### config.mk
export PLATFORM = sky130hd
export DESIGN_NAME = router_fsm_flat
export DESIGN_NICKNAME = d
export VERILOG_FILES = /design/src/rtl/router_pkg.sv /design/src/rtl/router_if.sv /design/src/rtl/router_fsm.sv /design/src/flat_wrapper.sv
export SDC_FILE = /design/constraint.sdc
export NUM_CORES = 1
export LEC_CHECK = 0
export ABC_AREA = 0
export CORE_AREA = 2 2 39 41
export DETAILED_ROUTE_END_ITERATION = 7
export DIE_AREA = 0 0 41 43
export MAX_ROUTING_LAYER = met4
export PLACE_DENSITY = 0.72
export SLEW_MARGIN = 20
export SYNTH_ARGS = -nofsm -noshare
export SYNTH_HDL_FRONTEND = slang
export SYNTH_SLANG_ARGS = --single-unit
### constraint.sdc
create_clock -name clk -period 2.3 [get_ports clk]
set_input_delay 0.69 -clock clk [delete_from_list [all_inputs] [get_ports clk]]
set_output_delay 0.69 -clock clk [all_outputs]
set_load 0.05 [all_outputs]
### src/rtl/router_pkg.sv
// rtl/router_pkg.sv - state encoding, address constants and port helper for the 1x3 router control FSM
package router_pkg;

   localparam int NUM_PORTS = 3;
   localparam int ADDR_W    = 2;

   localparam logic [ADDR_W-1:0] ADDR_INVALID = 2'b11;

   typedef enum logic [2:0] {
      DA  = 3'd0,
      LFD = 3'd1,
      LD  = 3'd2,
      FFS = 3'd3,
      LAF = 3'd4,
      LP  = 3'd5,
      CPE = 3'd6,
      WTE = 3'd7
   } state_e;

   // Out-of-range addresses select nothing rather than indexing past the vector.
   function automatic logic port_bit(input logic [NUM_PORTS-1:0] vec,
                                     input logic [ADDR_W-1:0]    addr);
      port_bit = 1'b0;
      for (int i = 0; i < NUM_PORTS; i++) begin
         if (addr == ADDR_W'(i)) port_bit = vec[i];
      end
   endfunction

endpackage

### src/rtl/router_if.sv
// rtl/router_if.sv - source / register-stage / FIFO signals seen by the router control FSM
interface router_if;
   import router_pkg::*;

   logic                  packet_valid;
   logic [ADDR_W-1:0]     datain;
   logic                  fifo_full;
   logic [NUM_PORTS-1:0]  fifo_empty;
   logic [NUM_PORTS-1:0]  soft_reset;
   logic                  parity_done;
   logic                  low_packet_valid;

   logic                  detect_add;
   logic                  lfd_state;
   logic                  ld_state;
   logic                  full_state;
   logic                  laf_state;
   logic                  rst_int_reg;
   logic                  write_enb_reg;
   logic                  busy;

   modport master (
      output packet_valid, datain, fifo_full, fifo_empty, soft_reset,
             parity_done, low_packet_valid,
      input  detect_add, lfd_state, ld_state, full_state, laf_state,
             rst_int_reg, write_enb_reg, busy
   );

   modport slave (
      input  packet_valid, datain, fifo_full, fifo_empty, soft_reset,
             parity_done, low_packet_valid,
      output detect_add, lfd_state, ld_state, full_state, laf_state,
             rst_int_reg, write_enb_reg, busy
   );

endinterface

### src/rtl/router_fsm.sv
// rtl/router_fsm.sv - Moore control FSM sequencing one packet through the register stage into a FIFO
module router_fsm
   import router_pkg::*;
(
   input  logic     clk,
   input  logic     resetn,
   router_if.slave  bus
);

   state_e            state_q, state_d;
   logic [ADDR_W-1:0] addr_q, addr_d;

   always_ff @(posedge clk) begin
      if (!resetn) begin
         state_q <= DA;
         addr_q  <= '0;
      end else begin
         state_q <= state_d;
         addr_q  <= addr_d;
      end
   end

   always_comb begin
      state_d = state_q;
      addr_d  = addr_q;
      // A timeout on the port being written aborts the packet; DA has no packet to abort.
      if (state_q != DA && port_bit(bus.soft_reset, addr_q)) begin
         state_d = DA;
      end else begin
         case (state_q)
            DA: begin
               if (bus.packet_valid && bus.datain != ADDR_INVALID) begin
                  addr_d  = bus.datain;
                  state_d = port_bit(bus.fifo_empty, bus.datain) ? LFD : WTE;
               end
            end
            WTE: if (port_bit(bus.fifo_empty, addr_q)) state_d = LFD;
            LFD: state_d = LD;
            LD: begin
               if (bus.fifo_full)          state_d = FFS;
               else if (!bus.packet_valid) state_d = LP;
            end
            FFS: if (!bus.fifo_full) state_d = LAF;
            LAF: begin
               if (bus.parity_done)           state_d = DA;
               else if (bus.low_packet_valid) state_d = LP;
               else                           state_d = LD;
            end
            LP:  state_d = CPE;
            CPE: state_d = bus.fifo_full ? FFS : DA;
            default: state_d = DA;
         endcase
      end
   end

   assign bus.detect_add    = (state_q == DA);
   assign bus.lfd_state     = (state_q == LFD);
   assign bus.ld_state      = (state_q == LD);
   assign bus.full_state    = (state_q == FFS);
   assign bus.laf_state     = (state_q == LAF);
   assign bus.rst_int_reg   = (state_q == CPE);
   assign bus.write_enb_reg = (state_q == LFD) || (state_q == LD) ||
                              (state_q == LP)  || (state_q == LAF);
   assign bus.busy          = !((state_q == DA) || (state_q == LD));

endmodule

### src/flat_wrapper.sv
// flat-port wrapper written by rule: the top's interface ports become plain ports
module router_fsm_flat import router_pkg::*;
  (clk, resetn, bus_packet_valid, bus_datain, bus_fifo_full, bus_fifo_empty, bus_soft_reset, bus_parity_done, bus_low_packet_valid, bus_detect_add, bus_lfd_state, bus_ld_state, bus_full_state, bus_laf_state, bus_rst_int_reg, bus_write_enb_reg, bus_busy);
  router_if bus_i ();
  input  logic clk;
  input  logic resetn;
  input wire logic [$bits(bus_i.packet_valid)-1:0] bus_packet_valid;
  input wire logic [$bits(bus_i.datain)-1:0] bus_datain;
  input wire logic [$bits(bus_i.fifo_full)-1:0] bus_fifo_full;
  input wire logic [$bits(bus_i.fifo_empty)-1:0] bus_fifo_empty;
  input wire logic [$bits(bus_i.soft_reset)-1:0] bus_soft_reset;
  input wire logic [$bits(bus_i.parity_done)-1:0] bus_parity_done;
  input wire logic [$bits(bus_i.low_packet_valid)-1:0] bus_low_packet_valid;
  output wire logic [$bits(bus_i.detect_add)-1:0] bus_detect_add;
  output wire logic [$bits(bus_i.lfd_state)-1:0] bus_lfd_state;
  output wire logic [$bits(bus_i.ld_state)-1:0] bus_ld_state;
  output wire logic [$bits(bus_i.full_state)-1:0] bus_full_state;
  output wire logic [$bits(bus_i.laf_state)-1:0] bus_laf_state;
  output wire logic [$bits(bus_i.rst_int_reg)-1:0] bus_rst_int_reg;
  output wire logic [$bits(bus_i.write_enb_reg)-1:0] bus_write_enb_reg;
  output wire logic [$bits(bus_i.busy)-1:0] bus_busy;
  assign bus_i.packet_valid = bus_packet_valid;
  assign bus_i.datain = bus_datain;
  assign bus_i.fifo_full = bus_fifo_full;
  assign bus_i.fifo_empty = bus_fifo_empty;
  assign bus_i.soft_reset = bus_soft_reset;
  assign bus_i.parity_done = bus_parity_done;
  assign bus_i.low_packet_valid = bus_low_packet_valid;
  assign bus_detect_add = bus_i.detect_add;
  assign bus_lfd_state = bus_i.lfd_state;
  assign bus_ld_state = bus_i.ld_state;
  assign bus_full_state = bus_i.full_state;
  assign bus_laf_state = bus_i.laf_state;
  assign bus_rst_int_reg = bus_i.rst_int_reg;
  assign bus_write_enb_reg = bus_i.write_enb_reg;
  assign bus_busy = bus_i.busy;
  router_fsm u_core (.clk(clk), .resetn(resetn), .bus(bus_i));
endmodule
==> reports/results.ini, run 1 <==
[synth]
synth_edf_count = 0
syn_inst = 62
avgSynthCellArea_sq_um = 7.85
syn-num-nets = 76
synthArstFlopShare_pct = 0
yosys.area.top_type = dfxtp_1
synth-warning-count = 0
netlist_area_sq_um = 487
synth_area_leaders = dfxtp_1, nor2_1, mux2i_1
synth.distinct_cells = 32
ys_ff_latch = 5
ys_seq_area_share_pct = 20.6
ys.flop_type = dfxtp_1
netlist.area_leader.share_pct = 20.6

[finish]
ff_latch_area_sq_um = 100
fillers = 128
multi_input_area_sq_um = 375
diodes = 0
layout_common_cells = clkdlybuf4s50_1, nor2_1, buf_12, nand2_1, dfxtp_1
drive_gt1_share_pct = 24.4
area_delta_synth_final_pct = 72.5
postLayoutCoreUtil_pct = 60.7
instances_no_fill = 102
num-nets-final = 101
final_common_cell = clkdlybuf4s50_1

[pwr]
p_seq_share_pct = 13.0
power.density_nw_per_um2 = 1710
ir_drop_uv = 1270
switching_share_pct = 49.5
p_int_uw = 725
p_switching_uw = 711
cellLeakagePower_nw = 0.338
pwr-share-clk_pct = 7.1
power_frac_comb_pct = 79.8

[clocking]
cts.sinks = 5
cts_resized = 0
ctsHoldBuffers = 0
cts_tree = yes
path_clk_slew_ns = 0.05
htreeDepth = 1
cts_buffers = 3
clk_latency_ns = 0.24
post_cts.repair.setup_buffers = 0
max-clock-path-buffers = 2
root_buffer = clkbuf_4

[route]
totalWireLength_um = 1270
viasPerCell = 5.35
wl_per_cell_um = 12.5
initialDrtViolationCount = 17
ant_nets = 0
firstDrtPassIters = 4
drc = 0
vias = 546

[min_path]
hp-class = register to register
hold_depth = 1
whs_endpoint = u_core.addr_q[0]$_SDFFE_PN0P_
hp-start = u_core.addr_q[0]$_SDFFE_PN0P_

[timing]
period_minus_slack_ns = 2.13
setup_tns_ns = 0
post-route-period-util_pct = 92.5
max_slew_margin_pct = 72.7
max_freq_mhz = 470
fin_worst_skew_ns = 0.00345
final.setup.worst_slack_ns = 0.173
drv_slew = 0
timing_hold_violations_final = 0
fin_hold_ws_ns = 0.609
rsz0062_at_grt = false
setup_viol = 0
worst_pin_slew_ns = 0.408

[placement]
pre_cts_ws_ns = 0.143
dp_hpwl_um = 1040
portBuffers = 21
dp_cells = 98
place_congestion = 0.870

[floorplanning]
row_count = 14
initial_utilization_pct = 35.2
die_w_um = 41
core_area_sq_um = 1380
dieArea_sq_um = 1760
chipHeight_um = 43
ios = 22

[grt]
antenna_found_initial = 0
grt_max_degree = 15
grt_first_pass_wirelength_um = 2130
grt_overflow = 0
grt_pass1_vias = 517
gr-usage-all-layers_pct = 18.1

[worst_setup_path]
cp-end-kind = output pin
start_kind = register
r2r_slack_ns = 0.79
r2r_cells = 5
required_ns = 1.61
crit_type = register to output pin
reg2reg_from = u_core.state_q[0]$_SDFFE_PP0P_
critPathArrivalTime_ns = 1.44
critPathMaxFanout = 14
r2r-end = u_core.state_q[2]$_SDFFE_PP0P_

[outcome]
status = finished clean

[job]
drv_cap = 0

-- how the worst max path moves through the flow --
stage / cells after the start / start / end
6_report: 3 / u_core.state_q[0]$_SDFFE_PP0P_ / bus_write_enb_reg
3_3_place_gp: 5 / bus_datain[1] / u_core.state_q[0]$_SDFFE_PP0P_
3_5_place_dp: 5 / bus_packet_valid / u_core.state_q[1]$_SDFFE_PP0P_
2_1_floorplan: 3 / u_core.state_q[0]$_SDFFE_PP0P_ / bus_write_enb_reg
4_1_cts: 3 / u_core.state_q[0]$_SDFFE_PP0P_ / bus_write_enb_reg
5_1_grt: 3 / u_core.state_q[0]$_SDFFE_PP0P_ / bus_write_enb_reg
-- worst max-delay path: stages, from the launching register on --
cell     delay [ns]
dfxtp_1        0.43
or2_2          0.41
xnor2_2        0.19
buf_12         0.16
-- final cells by class --
cell class / count / share of cell area (%)
clock buffers: 4 / 3.13
repair buffers: 23 / 36.4
well taps: 16 / 2.38
inverters: 2 / 1.49
flip-flops and latches: 5 / 11.9
multi-input cells: 52 / 44.7
-- per-stage QoR --
| stage | area [sq um] | power (mW) |
|---|---|---|
| 2_1_floorplan | 502 | 0.872 |
| 3_3_place_gp | 813 | 1.32 |
| 3_5_place_dp | 813 | 1.34 |
| 4_1_cts | 840 | 1.44 |
| 5_1_grt | 840 | 1.53 |
| 6_report | 840 | 1.44 |
-- routing by layer --
metal | vias up | GRT usage (%) | routed length, um
met4 | 0 | 3.33 | 0
met3 | 0 | 8.38 | 90
li1 | 275 | - | -
met1 | 243 | 21.4 | 521
met2 | 28 | 27.8 | 658
met5 | - | - | 0
-- flip-flops by register name (all words and copies together) (netlist names) --
signal	flops
u_core.state_q	3
u_core.addr_q	2
-- power groups by stage --
| stage | registers [mW] | logic [mW] | clock network, mW |
|---|---|---|---|
| detailed placement | 0.188 | 1.15 | 0 |
| global route | 0.196 | 1.22 | 0.116 |
| global placement | 0.186 | 1.14 | 0 |
| floorplan | 0.144 | 0.729 | 0 |
| CTS | 0.186 | 1.15 | 0.106 |
| finish | 0.187 | 1.15 | 0.103 |
-- kinds of logic after synthesis --
kind of cell    Yosys count  share of synthesized area, %
simple gates             29                          32.4
compound gates           18                          31.9
flops                     5                          20.6
buf+inv                   5                          5.40
mux                       3                          6.17
xor+xnor                  2                          3.60
-- cells in the mapped netlist, drive strengths merged (2+ instances only) --
library cell / instances
nor2: 9
dfxtp: 5
nand2: 5
nand3b: 4
o21ai: 4
mux2i: 3
a21oi: 2
a221oi: 2
and2: 2
buf: 2
nor2b: 2
nor3b: 2
o211ai: 2
o221a: 2
No activity file was read; power rests on OpenSTA's default activity.
==> run 2, diff against run 1 <==
--- a/config.mk
+++ b/config.mk
@@ -6,9 +6,9 @@
 export NUM_CORES = 1
 export LEC_CHECK = 0
 export ABC_AREA = 0
-export CORE_AREA = 2 2 39 41
+export CORE_MARGIN = 2
+export CORE_UTILIZATION = 35
 export DETAILED_ROUTE_END_ITERATION = 7
-export DIE_AREA = 0 0 41 43
 export MAX_ROUTING_LAYER = met4
 export PLACE_DENSITY = 0.72
 export SLEW_MARGIN = 20
==> constraint.sdc (replaced) <==
create_clock -name clk -period 1.7 [get_ports clk]
set_input_delay 0.51 -clock clk [delete_from_list [all_inputs] [get_ports clk]]
set_output_delay 0.51 -clock clk [all_outputs]
set_load 0.05 [all_outputs]
==> run 2 against run 1 <==
The run now ends with setup timing left; cell count is 8.8% higher; power increased by 64%; combinational power is 72% higher; first-iteration DRC count decreased by 5.9%; non-clock buffer count increased by 10; via count up 11%; cell area increased by 17%; flip-flop and latch count unchanged; die area down 3.3%; setup slack worse by 0.19 ns; core utilization increased by 15 points; largest power group unchanged.
==> reports/results.ini, run 2 (synthesis results as in run 1) <==
[outcome]
status = finished, violations left
violations = setup timing

[worst_setup_path]
start_kind = register
critPathArrivalTime_ns = 1.20
required_ns = 1.19
path_buf_inv = 1
crit_slowest_cell = dfxtp_4
reg2reg_from = u_core.state_q[2]$_SDFFE_PP0P_
crit_type = register to output pin
path_cells = or2_4 > xnor2_4 > buf_12
crit_start = u_core.state_q[2]$_SDFFE_PP0P_
cp_top_family = flip-flops
critPathMaxFanout = 3
cpPeakStageDelay_ns = 0.35
cp-end-kind = output pin

[clocking]
cts_buffers = 3
clk_latency_ns = 0.25
path_clk_slew_ns = 0.04
cts_tree = yes
root_buffer = clkbuf_4
max-clock-path-buffers = 2
ctsHoldBuffers = 0
htreeDepth = 1
cts.sinks = 5

[pwr]
power.density_nw_per_um2 = 2380
total_power_mw = 2.35
cellLeakagePower_nw = 0.415
ir_drop_uv = 1920

[job]
drv_cap = 0

[floorplanning]
ios = 22
chipHeight_um = 41.3
initial_utilization_pct = 37.4
core_area_sq_um = 1300
die_w_um = 41.3
dieArea_sq_um = 1700
row_count = 13

[route]
drc = 0
firstDrtPassIters = 4
ant_nets = 0
viasPerCell = 5.47
initialDrtViolationCount = 16
totalWireLength_um = 1450
wl_per_cell_um = 13.1
vias = 607

[finish]
drive_gt1_share_pct = 40.6
layout_common_cells = clkdlybuf4s50_1, buf_4, buf_12, nand2_1, nor2_1
top_register = u_core.state_q
area_delta_synth_final_pct = 103
diodes = 0
largest_reg_flops = 3
largestRegisters = u_core.state_q: 3 flops, u_core.addr_q: 2 flops
instances_no_fill = 111
num-nets-final = 111

[grt]
grt_first_pass_wirelength_um = 2100
grt_overflow = 0
grt_pass1_vias = 533
grt_max_degree = 13
gr-usage-all-layers_pct = 19.4
antenna_found_initial = 0

[timing]
setup_viol = 2
timing_hold_violations_final = 0
post-route-period-util_pct = 101
worst_pin_slew_ns = 0.333
max_slew_margin_pct = 77.5
final.setup.worst_slack_ns = -0.0118
period_minus_slack_ns = 1.71
max_freq_mhz = 584
fin_worst_skew_ns = 0.00739
drv_slew = 0
rsz0062_at_grt = true
setup_tns_ns = -0.0225

[placement]
dp_hpwl_um = 1150
dp_cells = 103
place_congestion = 0.831
portBuffers = 21

[min_path]
hp-start = u_core.addr_q[0]$_SDFFE_PN0P_
hp-class = register to register

-- run 2: area by class of cell --
class | count | area (sq um)
sequential | 5 | 105
multi-input combinational | 52 | 425
tap | 15 | 18.8
inverter | 2 | 12.5
clock buffer | 4 | 26.3
fill | 110 | 315
timing repair buffer | 33 | 398
-- run 2: final timing paths --
check                           cells past startpoint  slack [ns]                        endpoint
worst min-delay path                                1        0.62   u_core.addr_q[0]$_SDFFE_PN0P_
worst min register to register                      1        0.62   u_core.addr_q[0]$_SDFFE_PN0P_
worst max register to register                      7        0.13  u_core.state_q[2]$_SDFFE_PP0P_
worst max-delay path                                3       -0.01               bus_write_enb_reg
-- run 2: repair_timing --
action                                  CTS  global route
pin swaps                                 2             1
hold endpoints to repair                  0             0
resized for setup                         3             9
buffers inserted                          1             3
endpoints found under the setup margin    4             9
-- run 2: report_power, final --
group | switching [mW] | internal (mW) | leakage (nW)
Combinational | 0.981 | 1.00 | 0.357
Sequential | 0.0499 | 0.172 | 0.0421
Clock | 0.0564 | 0.0892 | 0.0150
Total | 1.09 | 1.26 | 0.415
-- run 2: per-stage QoR --
stage	worst slack, ns	utilization, %	cell area [sq um]	hold WS, ns
after floorplan	-0.0252	-	526	0.546
after global placement	-0.203	67.6	880	0.592
after detailed placement	-0.248	67.6	880	0.597
after CTS	-0.0235	70.7	920	0.609
after global routing	-0.0410	75.8	986	0.632
final	-0.0118	75.8	986	0.615
-- run 2: layer usage --
layer	track usage (%)	up-vias	share of wire, %
li1	-	297	-
met1	19.6	277	38
met2	37.9	31	55
met3	3.72	2	6.2
met4	4.84	0	1.2
met5	-	-	0
==> run 3, diff against run 2 <==
--- a/config.mk
+++ b/config.mk
@@ -8,6 +8,7 @@
 export ABC_AREA = 0
 export CORE_MARGIN = 2
 export CORE_UTILIZATION = 35
+export CTS_CLUSTER_SIZE = 24
 export DETAILED_ROUTE_END_ITERATION = 7
 export MAX_ROUTING_LAYER = met4
 export PLACE_DENSITY = 0.72
==> results of run 3 <==
Final layout, timing and power as in run 2 (identical DEF).
